<file path="src/rtl/serial_sub_pkg.sv">
// Shared types for the bit-serial subtractor.
package serial_sub_pkg;

    // Controller states. IDLE is encoded as zero so a cleared register is IDLE.
    typedef enum logic [1:0] {
        IDLE = 2'd0,
        BUSY = 2'd1,
        DONE = 2'd2
    } state_t;

endpackage

</file>
<file path="src/rtl/full_subtractor.sv">
// One-bit full subtractor: d = a - b - bin, bout set when the bit borrows.
module full_subtractor (
    input  logic a,
    input  logic b,
    input  logic bin,
    output logic d,
    output logic bout
);

    // Difference bit and borrow-out of a single bit position.
    always_comb begin
        d    = a ^ b ^ bin;
        bout = (~a & b) | (~(a ^ b) & bin);
    end

endmodule

</file>
<file path="src/rtl/serial_sub8.sv">
// Bit-serial unsigned subtractor, LSB first, one bit per clock.
// Handshakes: a transfer happens on a rising edge where valid and ready are
// both high; in_valid/a/b are only looked at in IDLE, out_ready only in DONE,
// and diff/borrow stay stable while out_valid is high and out_ready is low.
// fsm_state mirrors the controller state for observation.
module serial_sub8
    import serial_sub_pkg::*;
#(
    parameter int WIDTH = 8
) (
    input  logic             clk,
    input  logic             rst,
    input  logic             in_valid,
    output logic             in_ready,
    input  logic [WIDTH-1:0] a,
    input  logic [WIDTH-1:0] b,
    output logic             out_valid,
    input  logic             out_ready,
    output logic [WIDTH-1:0] diff,
    output logic             borrow,
    output logic [1:0]       fsm_state
);

    localparam int CW = (WIDTH > 1) ? $clog2(WIDTH) : 1;
    localparam logic [CW-1:0] LAST = CW'(WIDTH - 1);

    state_t           state;
    logic [CW-1:0]    count;
    // The minuend register doubles as the result collector: each difference
    // bit enters at the MSB as the consumed operand bit leaves at the LSB.
    logic [WIDTH-1:0] a_sh;
    logic [WIDTH-1:0] b_sh;
    logic             br;
    logic [WIDTH-1:0] diff_q;
    logic             borrow_q;
    logic             bit_d;
    logic             bit_bout;

    full_subtractor u_fs (
        .a    (a_sh[0]),
        .b    (b_sh[0]),
        .bin  (br),
        .d    (bit_d),
        .bout (bit_bout)
    );

    // Controller, bit counter, operand shift registers and result registers.
    always_ff @(posedge clk) begin
        if (rst) begin
            state    <= IDLE;
            count    <= '0;
            a_sh     <= '0;
            b_sh     <= '0;
            br       <= 1'b0;
            diff_q   <= '0;
            borrow_q <= 1'b0;
        end else begin
            case (state)
                IDLE: begin
                    if (in_valid) begin
                        a_sh  <= a;
                        b_sh  <= b;
                        br    <= 1'b0;
                        count <= '0;
                        state <= BUSY;
                    end
                end
                BUSY: begin
                    a_sh <= {bit_d, a_sh[WIDTH-1:1]};
                    b_sh <= b_sh >> 1;
                    br   <= bit_bout;
                    if (count == LAST) begin
                        // Publish only complete results; diff keeps the old
                        // value during the whole serial pass.
                        diff_q   <= {bit_d, a_sh[WIDTH-1:1]};
                        borrow_q <= bit_bout;
                        state    <= DONE;
                    end else begin
                        count <= count + 1'b1;
                    end
                end
                DONE: begin
                    if (out_ready) begin
                        state <= IDLE;
                    end
                end
                default: state <= IDLE;
            endcase
        end
    end

    // Handshake outputs decoded from state; in_ready is held low during reset.
    always_comb begin
        in_ready  = (state == IDLE) && !rst;
        out_valid = (state == DONE);
        diff      = diff_q;
        borrow    = borrow_q;
        fsm_state = state;
    end

endmodule

</file>
<file path="config.mk">
export PLATFORM = sky130hd
export DESIGN_NAME = serial_sub8
export DESIGN_NICKNAME = d
export VERILOG_FILES = /design/src/rtl/serial_sub_pkg.sv /design/src/rtl/full_subtractor.sv /design/src/rtl/serial_sub8.sv
export SDC_FILE = /design/constraint.sdc
export NUM_CORES = 1
export LEC_CHECK = 0
export CELL_PAD_IN_SITES_DETAIL_PLACEMENT = 1
export CELL_PAD_IN_SITES_GLOBAL_PLACEMENT = 2
export CORE_MARGIN = 3
export CORE_UTILIZATION = 34
export DETAILED_ROUTE_END_ITERATION = 8
export PLACE_DENSITY_LB_ADDON = 0.3
export SLEW_MARGIN = 20
export SYNTH_ARGS = -nofsm -noshare
export SYNTH_HDL_FRONTEND = slang
export SYNTH_SLANG_ARGS = --single-unit
</file>
<file path="constraint.sdc">
create_clock -name clk -period 2.85 [get_ports clk]
set_clock_uncertainty 0.1 [all_clocks]
set_input_delay 0.4275 -clock clk [delete_from_list [all_inputs] [get_ports clk]]
set_output_delay 0.4275 -clock clk [all_outputs]
set_load 0.02 [all_outputs]
</file>
==> results of run 1 <==
-- worst reg2reg max path, stage by stage, from the launching register on --
cell	delay, ns
dfxtp_1	0.34
ha_1	0.16
ha_1	0.21
nand3b_1	0.52
mux2i_1	0.34
nor2_1	0.06
-- path summary, 6_finish.rpt --
check / end / slack [ns] / cells past startpoint
setup / recovery: out_valid / 0.68 / 2
setup reg to reg: diff[1] / 0.99 / 5
hold reg to reg: br / 0.39 / 2
hold / removal: br / 0.39 / 2
-- power by group through the flow --
stage | Sequential (mW) | Combinational [mW] | Clock [mW]
after global routing | 0.481 | 0.173 | 0.344
final | 0.478 | 0.158 | 0.305
after global placement | 0.487 | 0.156 | 0
after CTS | 0.479 | 0.161 | 0.320
after detailed placement | 0.488 | 0.160 | 0
after floorplan | 0.484 | 0.117 | 0
-- registers in the layout, summed over array words and instances, names as in the netlist --
name,cells
br,1
a_sh,8
count,3
diff,8
b_sh,8
borrow,1
fsm_state,2
-- placed cells by master, fill, tap and decap left out --
master,synthesis,routed
clkdlybuf4s50_1,0,32
a211oi_2,15,15
nor2_1,12,12
clkbuf_8,0,5
clkbuf_1,1,1
nor2_2,15,15
buf_4,4,3
nand3b_1,1,1
o31ai_1,1,1
a21oi_1,3,3
a32oi_1,1,1
mux2i_1,24,24
o21ba_4,1,1
nor3b_1,1,1
dfxtp_1,31,31
inv_1,4,4
nor2b_1,1,1
o21ai_0,2,2
nor4b_2,1,1
a211oi_1,1,1
nor3_1,1,1
nand2_1,3,3
ha_1,2,2
nand2b_1,5,5
o21bai_1,1,1
fa_1,1,1
-- cell families (layout without fill, tap and decap cells) --
kind of cell,after synthesis,after routing,synth area share
muxes,24,24,0.161
buffers and inverters,15,45,0.0696
and+or+nand+nor,40,40,0.149
AOI/OAI and AO/OA,25,25,0.174
DFF,31,31,0.416
adders and majority gates,3,3,0.0302
-- layout make-up --
| class | instances | area, µm² | share of cell area |
|---|---|---|---|
| Multi-Input combinational cell | 92 | 768 | 0.408 |
| Sequential cell | 31 | 621 | 0.330 |
| Timing Repair Buffer | 35 | 343 | 0.182 |
| Clock buffer | 6 | 72.6 | 0.0386 |
| Tap cell | 50 | 62.6 | 0.0332 |
| Inverter | 4 | 15.0 | 0.00798 |
-- per-layer routing --
| metal | wire length (µm) | vias up | global-route usage |
|---|---|---|---|
| li1 | - | 539 | - |
| met1 | 1480 | 488 | 0.171 |
| met2 | 1360 | 22 | 0.186 |
| met3 | 152 | 6 | 0.0485 |
| met4 | 49 | 0 | 0.0438 |
| met5 | 0 | - | 0 |
-- synth_stat cells (2+ instances only) --
cell type | count | area, µm²
buf_4 | 4 | 30.0
mux2i_1 | 24 | 240
a21oi_1 | 3 | 15.0
buf_6 | 4 | 45.0
o21ai_0 | 2 | 10.0
dfxtp_1 | 31 | 621
buf_2 | 2 | 10.0
nor2_2 | 15 | 93.8
ha_1 | 2 | 25.0
inv_1 | 4 | 15.0
nand2_1 | 3 | 11.3
nor2_1 | 12 | 45.0
nand2b_1 | 5 | 31.3
a211oi_2 | 15 | 188
-- stage by stage --
stage,total power [mW],instance area (µm²),instances,setup WS [ns],util
2_1_floorplan,0.601,1490,138,1.12,-
3_3_place_gp,0.643,1810,212,0.685,0.440
3_5_place_dp,0.648,1810,212,0.693,0.440
4_1_cts,0.960,1880,218,0.669,0.457
5_1_grt,0.999,1880,218,0.561,0.457
6_report,0.941,1880,218,0.682,0.457
==> results by group, run 1 <==
Run
  • Max Cap Violations: 0

Synthesis
  • Synth Register Bits: 31
  • Synth Area per Inst: 10.8 µm²
  • Top_reg_cell synth: dfxtp_1
  • Post-Syn Nets: 161
  • Post-synth EDFFs: 0
  • Post-synthesis cell type count: 26
  • Post-synthesis sequential area ratio: 0.416
  • Synthesis warning total: 0
  • Cell Area, Synth: 1490 µm²
  • Async set-reset flop share out of synthesis: 0
  • Cells after Synth: 138

STA
  • Fmax: 461 MHz
  • Fin crit period: 2.17 ns
  • Pins Over Slew Limit: 0
  • Final hold violation count: 0
  • Worst-margin pin slew: 0.711 ns
  • Max-slew headroom: 0.524
  • Total Neg Setup Slack: 0 ns
  • Unrepaired setup endpoints after global routing: no
  • Setup violators final: 0
  • Hold WS: 0.386 ns
  • Period utilization: 0.761

Floorplanning
  • I/O pin cnt: 33
  • Die W: 72.3 µm
  • Die Height: 72.3 µm
  • Initial Util: 0.363
  • Die area: 5220 µm²
  • Core area: 4120 µm²
  • Cell row count: 23

Worst hold path
  • Hold Crit Class: reg2reg
  • Worst Min Path Start: br

Route
  • Number of DRC markers in iteration 0: 31
  • Via-to-Cell Ratio: 4.84
  • Wirelength per Cell: 13.9 µm
  • Residual DRC count: 0
  • Vias: 1055
  • Antenna viol nets, final: 0
  • Routed wire length: 3040 µm
  • DRT Pass-1 Iters: 4

Global routing
  • Initial antenna violation count: 0
  • First-pass GRT wire length: 5130 µm
  • Vias in the first global route: 1078
  • Largest net degree at the start of global routing: 33
  • Total GRT Usage: 0.127
  • Overflow after GRT: 0

Setup path
  • CP Launch Point: fsm_state[1]
  • CP startpoint kind: flop
  • CP Max Fanout: 11
  • Slowest stage delay, CP: 0.62 ns
  • Crit-path cells: nor2b_1 > clkdlybuf4s50_1
  • Slowest-stage cell, CP: clkdlybuf4s50_1
  • CP Data Arrival Time: 1.64 ns
  • Crit path kind: reg2out
  • CP Capture Type: output pin
  • Reg2reg start: count[1]
  • CP required: 2.32 ns
  • Delay-heaviest family, CP: buffers and inverters
  • CP bufs+invs: 1

Cells and area
  • FILL cells: 473
  • Nets: 192
  • Syn-to-layout area delta: 26.1%
  • Share of cells above drive strength 1: 0.238
  • Antenna Cells: 0

Clock network
  • CTS tree: built
  • PostCTS Resize Cnt: 0
  • Clock Root Buffer: clkbuf_8
  • Hold Buf Count CTS: 0
  • Num CTS Buffers: 5
  • Worst-path clk slew: 0.06 ns
  • Post-CTS Setup Inserts: 0
  • CTS Buffer Depth: 2
  • Clk sinks: 31
  • Clock Latency Late Sink: 0.27 ns
  • H-tree depth: 2

Placed design
  • Post-DP HPWL: 2160 µm
  • Count of input and output buffers: 32
  • GP Congestion: 0.688

Pwr
  • Switch share: 0.255
  • PD cells: 500 nW/µm²
  • Maximum VDD drop: 0.000224 V
  • Internal power: 0.701 mW
  • Pleak: 0.744 nW
  • Comb power frac: 0.168
  • Flop pwr share: 0.508
  • Clk pwr share: 0.324
  • Sw Pwr: 0.240 mW

Status
  • Status: finished clean
No activity file was read; power rests on OpenSTA's default activity.
==> run 2: changes to the inputs <==
--- a/config.mk
+++ b/config.mk
@@ -8,7 +8,7 @@
 export CELL_PAD_IN_SITES_DETAIL_PLACEMENT = 1
 export CELL_PAD_IN_SITES_GLOBAL_PLACEMENT = 2
 export CORE_MARGIN = 3
-export CORE_UTILIZATION = 34
+export CORE_UTILIZATION = 31
 export DETAILED_ROUTE_END_ITERATION = 8
 export PLACE_DENSITY_LB_ADDON = 0.3
 export SLEW_MARGIN = 20
==> constraint.sdc (replaced) <==
create_clock -name clk -period 2.01 [get_ports clk]
set_clock_uncertainty 0.1 [all_clocks]
set_input_delay 0.3015 -clock clk [delete_from_list [all_inputs] [get_ports clk]]
set_output_delay 0.3015 -clock clk [all_outputs]
set_load 0.02 [all_outputs]
==> run 2 against run 1 <==
  * Utilization decreased by 2.2 points
  * Count of clock-buffer cells in the layout unchanged
  * Wire length increased by 5.8%
  * Cell area increased by 4.2%
  * Clock power increased by 110%
  * Sequential power increased by 42%
  * Die area increased by 8.9%
  * Via count increased by 2.4%
  * Largest power group unchanged
  * Non-clock buffer count increased by 2
  * Worst hold slack improved by 0.0069 ns
  * Highest routed layer unchanged
==> results by group, run 2 (synthesis results as in run 1) <==
Setup path
  • Slowest stage delay, CP: 0.64 ns
  • Crit-path cells: clkdlybuf4s50_1 > nor3_1 > clkdlybuf4s50_1
  • Slowest-stage cell, CP: clkdlybuf4s50_1
  • CP Max Fanout: 2
  • Delay-heaviest family, CP: buffers and inverters
  • CP bufs+invs: 2
  • CP Capture Type: output pin
  • Most used cell, CP: clkdlybuf4s50_1
  • CP Data Arrival Time: 1.52 ns
  • CP startpoint kind: primary input
  • CP required: 1.61 ns
  • Crit path kind: in2out

Cells and area
  • Final std cells w/o fill: 224
  • Util after Layout: 0.435
  • Antenna Cells: 0
  • Design area: 1960 µm²
  • Area of the multi-input gates: 768 µm²
  • Share of cells above drive strength 1: 0.267
  • Commonest non-fill, non-tap cells in the layout: 31 x clkdlybuf4s50_1, 30 x dfxtp_1, 24 x mux2i_1
  • Syn-to-layout area delta: 31.3%
  • FILL cells: 503
  • Nets: 194
  • Commonest non-fill, non-tap cell in the layout: clkdlybuf4s50_1
  • Sequential cell area: 622 µm²

STA
  • Period utilization: 0.957
  • Hold WS: 0.393 ns
  • Fmax: 520 MHz
  • Final hold violation count: 0
  • Worst-margin pin slew: 0.430 ns
  • Setup violators final: 0
  • Total Neg Setup Slack: 0 ns
  • Pins Over Slew Limit: 0
  • Max-slew headroom: 0.713
  • Fin crit period: 1.92 ns
  • Unrepaired setup endpoints after global routing: no

Floorplanning
  • Cell row count: 24
  • Die W: 75.4 µm
  • Die Height: 75.4 µm
  • Core area: 4500 µm²
  • I/O pin cnt: 33
  • Initial Util: 0.331
  • Die area: 5680 µm²

Global routing
  • Total GRT Usage: 0.130
  • Vias in the first global route: 1150
  • Initial antenna violation count: 0
  • Largest net degree at the start of global routing: 33
  • First-pass GRT wire length: 5540 µm
  • Overflow after GRT: 0

Placed design
  • Post-Place Cells: 216
  • Placed cell areas: 1840 µm²
  • GP Congestion: 0.675
  • Count of input and output buffers: 32
  • Post-DP HPWL: 2220 µm

Pwr
  • PD cells: 791 nW/µm²
  • Maximum VDD drop: 0.000445 V
  • Pleak: 0.800 nW

Run
  • Max Cap Violations: 0

Clock network
  • Num CTS Buffers: 5
  • Clock Root Buffer: clkbuf_8
  • Clk sinks: 31
  • Worst-path clk slew: 0.07 ns
  • CTS Buffer Depth: 2
  • H-tree depth: 2
  • Clock Latency Late Sink: 0.29 ns
  • CTS tree: built

Route
  • DRT Pass-1 Iters: 3
  • Via-to-Cell Ratio: 4.82
  • Routed wire length: 3220 µm
  • Wirelength per Cell: 14.4 µm
  • Vias: 1080
  • Residual DRC count: 0
  • Number of DRC markers in iteration 0: 48
  • Antenna viol nets, final: 0

Worst hold path
  • Hold Crit Class: reg2reg

Status
  • Status: finished clean
## run 2: final timing paths
kind,from,endpoint,slack [ns],cells past startpoint
max,rst,in_ready,0.09,3
min reg2reg,count[2],count[2],0.39,2
min,count[2],count[2],0.39,2
max reg2reg,fsm_state[0],a_sh[5],0.32,5
## run 2: final cells by class
| class | instances | area share |
|---|---|---|
| sequential | 31 | 0.317 |
| clock inverter | 2 | 0.0179 |
| tap | 52 | 0.0332 |
| timing repair buffer | 37 | 0.190 |
| inverter | 4 | 0.00766 |
| clock buffer | 6 | 0.0421 |
| multi-input combinational | 92 | 0.392 |
## run 2: where the power goes
part           total, mW  internal (mW)  switching (mW)
Combinational      0.231          0.118           0.113
Clock              0.643          0.401           0.242
Sequential         0.677          0.650          0.0277
## run 2: per-stage QoR
step / power, mW / setup WS [ns]
2_1_floorplan: 0.853 / 0.404
3_3_place_gp: 0.917 / 0.0968
3_5_place_dp: 0.925 / 0.108
4_1_cts: 1.57 / 0.0218
5_1_grt: 1.62 / 0.0100
6_report: 1.55 / 0.0872
## run 2: worst register-to-register path: stages, from the launching register on
cell      delay [ns]
dfxtp_1         0.37
buf_4           0.35
o21ba_4         0.33
buf_12          0.22
nor2_2          0.06
a211oi_2        0.19
## run 2: per-layer routing
| layer | vias up | track usage | share of wire |
|---|---|---|---|
| li1 | 545 | - | - |
| met1 | 509 | 0.165 | 0.47 |
| met2 | 20 | 0.202 | 0.48 |
| met3 | 6 | 0.0317 | 0.032 |
| met4 | 0 | 0.0699 | 0.023 |
| met5 | - | 0 | 0 |
## run 2: what timing repair did
item,in CTS,in global routing
endpoints found under the setup margin,1,1
buffers inserted,0,0
resized for setup,1,1
hold buffers,0,0
==> run 3: changes to the inputs <==
--- a/config.mk
+++ b/config.mk
@@ -5,12 +5,14 @@
 export SDC_FILE = /design/constraint.sdc
 export NUM_CORES = 1
 export LEC_CHECK = 0
+export ABC_AREA = 1
 export CELL_PAD_IN_SITES_DETAIL_PLACEMENT = 1
 export CELL_PAD_IN_SITES_GLOBAL_PLACEMENT = 2
 export CORE_MARGIN = 3
-export CORE_UTILIZATION = 31
+export CORE_UTILIZATION = 26
 export DETAILED_ROUTE_END_ITERATION = 8
 export PLACE_DENSITY_LB_ADDON = 0.3
+export SKIP_LAST_GASP = 1
 export SLEW_MARGIN = 20
 export SYNTH_ARGS = -nofsm -noshare
 export SYNTH_HDL_FRONTEND = slang
==> run 3 against run 2 <==
  * Maximum frequency rose by 6.2%
  * Wire length rose by 8.5%
  * Combinational power fell by 10%
  * Synthesized area fell by 4.4%
  * Global-route usage fell by 0.68 points
  * Via count rose by 26%
  * Sequential cell count did not move
==> results by group, run 3 <==
Status
  • Status: finished clean

Route
  • Via-to-Cell Ratio: 4.25
  • Number of DRC markers in iteration 0: 42
  • Residual DRC count: 0
  • DRT Pass-1 Iters: 4
  • Antenna viol nets, final: 0
  • Routed wire length: 3490 µm
  • Vias: 1364
  • Wirelength per Cell: 10.9 µm

Global routing
  • Largest net degree at the start of global routing: 33
  • Overflow after GRT: 0
  • Total GRT Usage: 0.123
  • Initial antenna violation count: 0
  • Vias in the first global route: 1285
  • First-pass GRT wire length: 6220 µm

Synthesis
  • Cell Area, Synth: 1430 µm²
  • Most frequent cell after synthesis: nand2_1
  • Synthesis warning total: 0
  • Post-synthesis cell type count: 17
  • Async set-reset flop share out of synthesis: 0
  • Synth Area per Inst: 6.58 µm²
  • Post-Syn Nets: 240
  • Top_reg_cell synth: dfxtp_1
  • Post-synthesis sequential area ratio: 0.435
  • Post-synth top cells: 69 x nand2_1, 36 x nor2_1, 31 x dfxtp_1
  • Synth area leader: dfxtp_1
  • Synth Register Bits: 31
  • Area contributors post-synth: dfxtp_1 43%, nand2_1 18%, nor2_1 9.5%, inv_1 6.0%, a21oi_1 5.3%
  • Post-synth EDFFs: 0
  • Top cell type's share of synthesized area: 0.435
  • Cells after Synth: 217

Floorplanning
  • Core area: 5200 µm²
  • Die W: 80.1 µm
  • Die Height: 80.1 µm
  • Initial Util: 0.274
  • Cell row count: 26
  • Die area: 6420 µm²
  • I/O pin cnt: 33

Setup path
  • R2R setup slack: 0.35 ns
  • CP Capture Type: output pin
  • CP required: 1.61 ns
  • Slowest stage delay, CP: 0.66 ns
  • CP Data Arrival Time: 1.41 ns
  • Crit-path cells: clkdlybuf4s50_1
  • Delay-heaviest family, CP: buffers and inverters
  • CP startpoint kind: flop
  • CP Max Fanout: 8
  • CP bufs+invs: 1
  • Slowest-stage cell, CP: clkdlybuf4s50_1
  • Crit path kind: reg2out

Pwr
  • Internal power: 1.14 mW
  • Clk pwr share: 0.420
  • Maximum VDD drop: 0.000245 V
  • Pleak: 0.864 nW
  • Comb power frac: 0.138
  • Switch share: 0.242
  • Flop pwr share: 0.442
  • PD cells: 772 nW/µm²
  • Sw Pwr: 0.365 mW

STA
  • Fin crit period: 1.81 ns
  • Post-route setup slack: 0.199 ns
  • Setup violators final: 0
  • Period utilization: 0.901
  • Final hold violation count: 0
  • Unrepaired setup endpoints after global routing: no
  • Hold WS: 0.362 ns
  • Fmax: 552 MHz
  • Max-slew headroom: 0.718
  • Pins Over Slew Limit: 0
  • Worst-margin pin slew: 0.423 ns
  • Total Neg Setup Slack: 0 ns

Clock network
  • Clock Root Buffer: clkbuf_8
  • Hold Buf Count CTS: 0
  • Worst-path clk slew: 0.06 ns
  • Clock Latency Late Sink: 0.28 ns
  • CTS Buffer Depth: 2
  • Clk sinks: 31
  • H-tree depth: 2
  • Post-CTS Setup Inserts: 0
  • CTS tree: built
  • Num CTS Buffers: 5

Run
  • Max Cap Violations: 0

Cells and area
  • Antenna Cells: 0
  • Syn-to-layout area delta: 36.8%
  • Share of cells above drive strength 1: 0.0558
  • Commonest non-fill, non-tap cell in the layout: nand2_1
  • Nets: 273
  • FILL cells: 689
  • Commonest non-fill, non-tap cells in the layout: 69 x nand2_1, 36 x nor2_1, 31 x dfxtp_1

Placed design
  • GP Congestion: 0.690
  • Post-DP HPWL: 2550 µm
  • Pre-CTS setup slack: 0.0814 ns
  • Count of input and output buffers: 32

Worst hold path
  • Hold Crit Class: reg2reg
run 3: layout make-up:
cell class	count	area, µm²	area share
multi-input cells	152	666	0.341
well taps	70	87.6	0.0448
clock inverters	2	35.0	0.0179
inverters	23	86.3	0.0442
flip-flops and latches	31	621	0.318
repair buffers	37	375	0.192
clock buffers	6	82.6	0.0423
run 3: worst paths after layout:
| kind | startpoint | endpoint | cells past startpoint |
|---|---|---|---|
| worst max-delay path | fsm_state[0] | fsm_state[0] | 1 |
| worst min-delay path | diff[3] | diff[3] | 2 |
| worst max register to register | count[0] | diff[2] | 5 |
| worst min register to register | diff[3] | diff[3] | 2 |
run 3: kinds of logic after synthesis:
group | count (synthesis) | synth area share
buffers and inverters | 34 | 0.102
AND/OR/NAND/NOR | 119 | 0.327
adder cells (fa/ha/maj) | 3 | 0.0315
AO/OA/AOI/OAI | 30 | 0.105
flip-flops | 31 | 0.435
run 3: per-stage QoR:
step | utilization | power [mW] | area [µm²] | instances
finish | 0.375 | 1.51 | 1950 | 321
global route | 0.375 | 1.61 | 1950 | 321
CTS | 0.374 | 1.54 | 1950 | 321
detailed placement | 0.352 | 0.894 | 1830 | 313
global placement | 0.352 | 0.892 | 1830 | 313
floorplan | - | 0.809 | 1430 | 217
run 3: repair_timing:
item                                    4_1_cts  5_1_grt
endpoints found under the setup margin        0        2
resized for setup                             0        2
hold endpoints to repair                      0        0
run 3: layer usage:
metal	share of wire	wire, µm	track usage	vias up
met5	0	0	0	-
met4	0.0083	29	0.0304	0
met3	0.050	174	0.0392	5
met2	0.43	1500	0.181	27
met1	0.51	1780	0.173	602
li1	-	-	-	730
run 3: power by group through the flow:
stage / combinational, mW / clock [mW] / sequential (mW)
3_5_place_dp: 0.213 / 0 / 0.680
3_3_place_gp: 0.213 / 0 / 0.679
2_1_floorplan: 0.134 / 0 / 0.675
6_report: 0.208 / 0.634 / 0.666
4_1_cts: 0.214 / 0.661 / 0.666
5_1_grt: 0.246 / 0.692 / 0.671
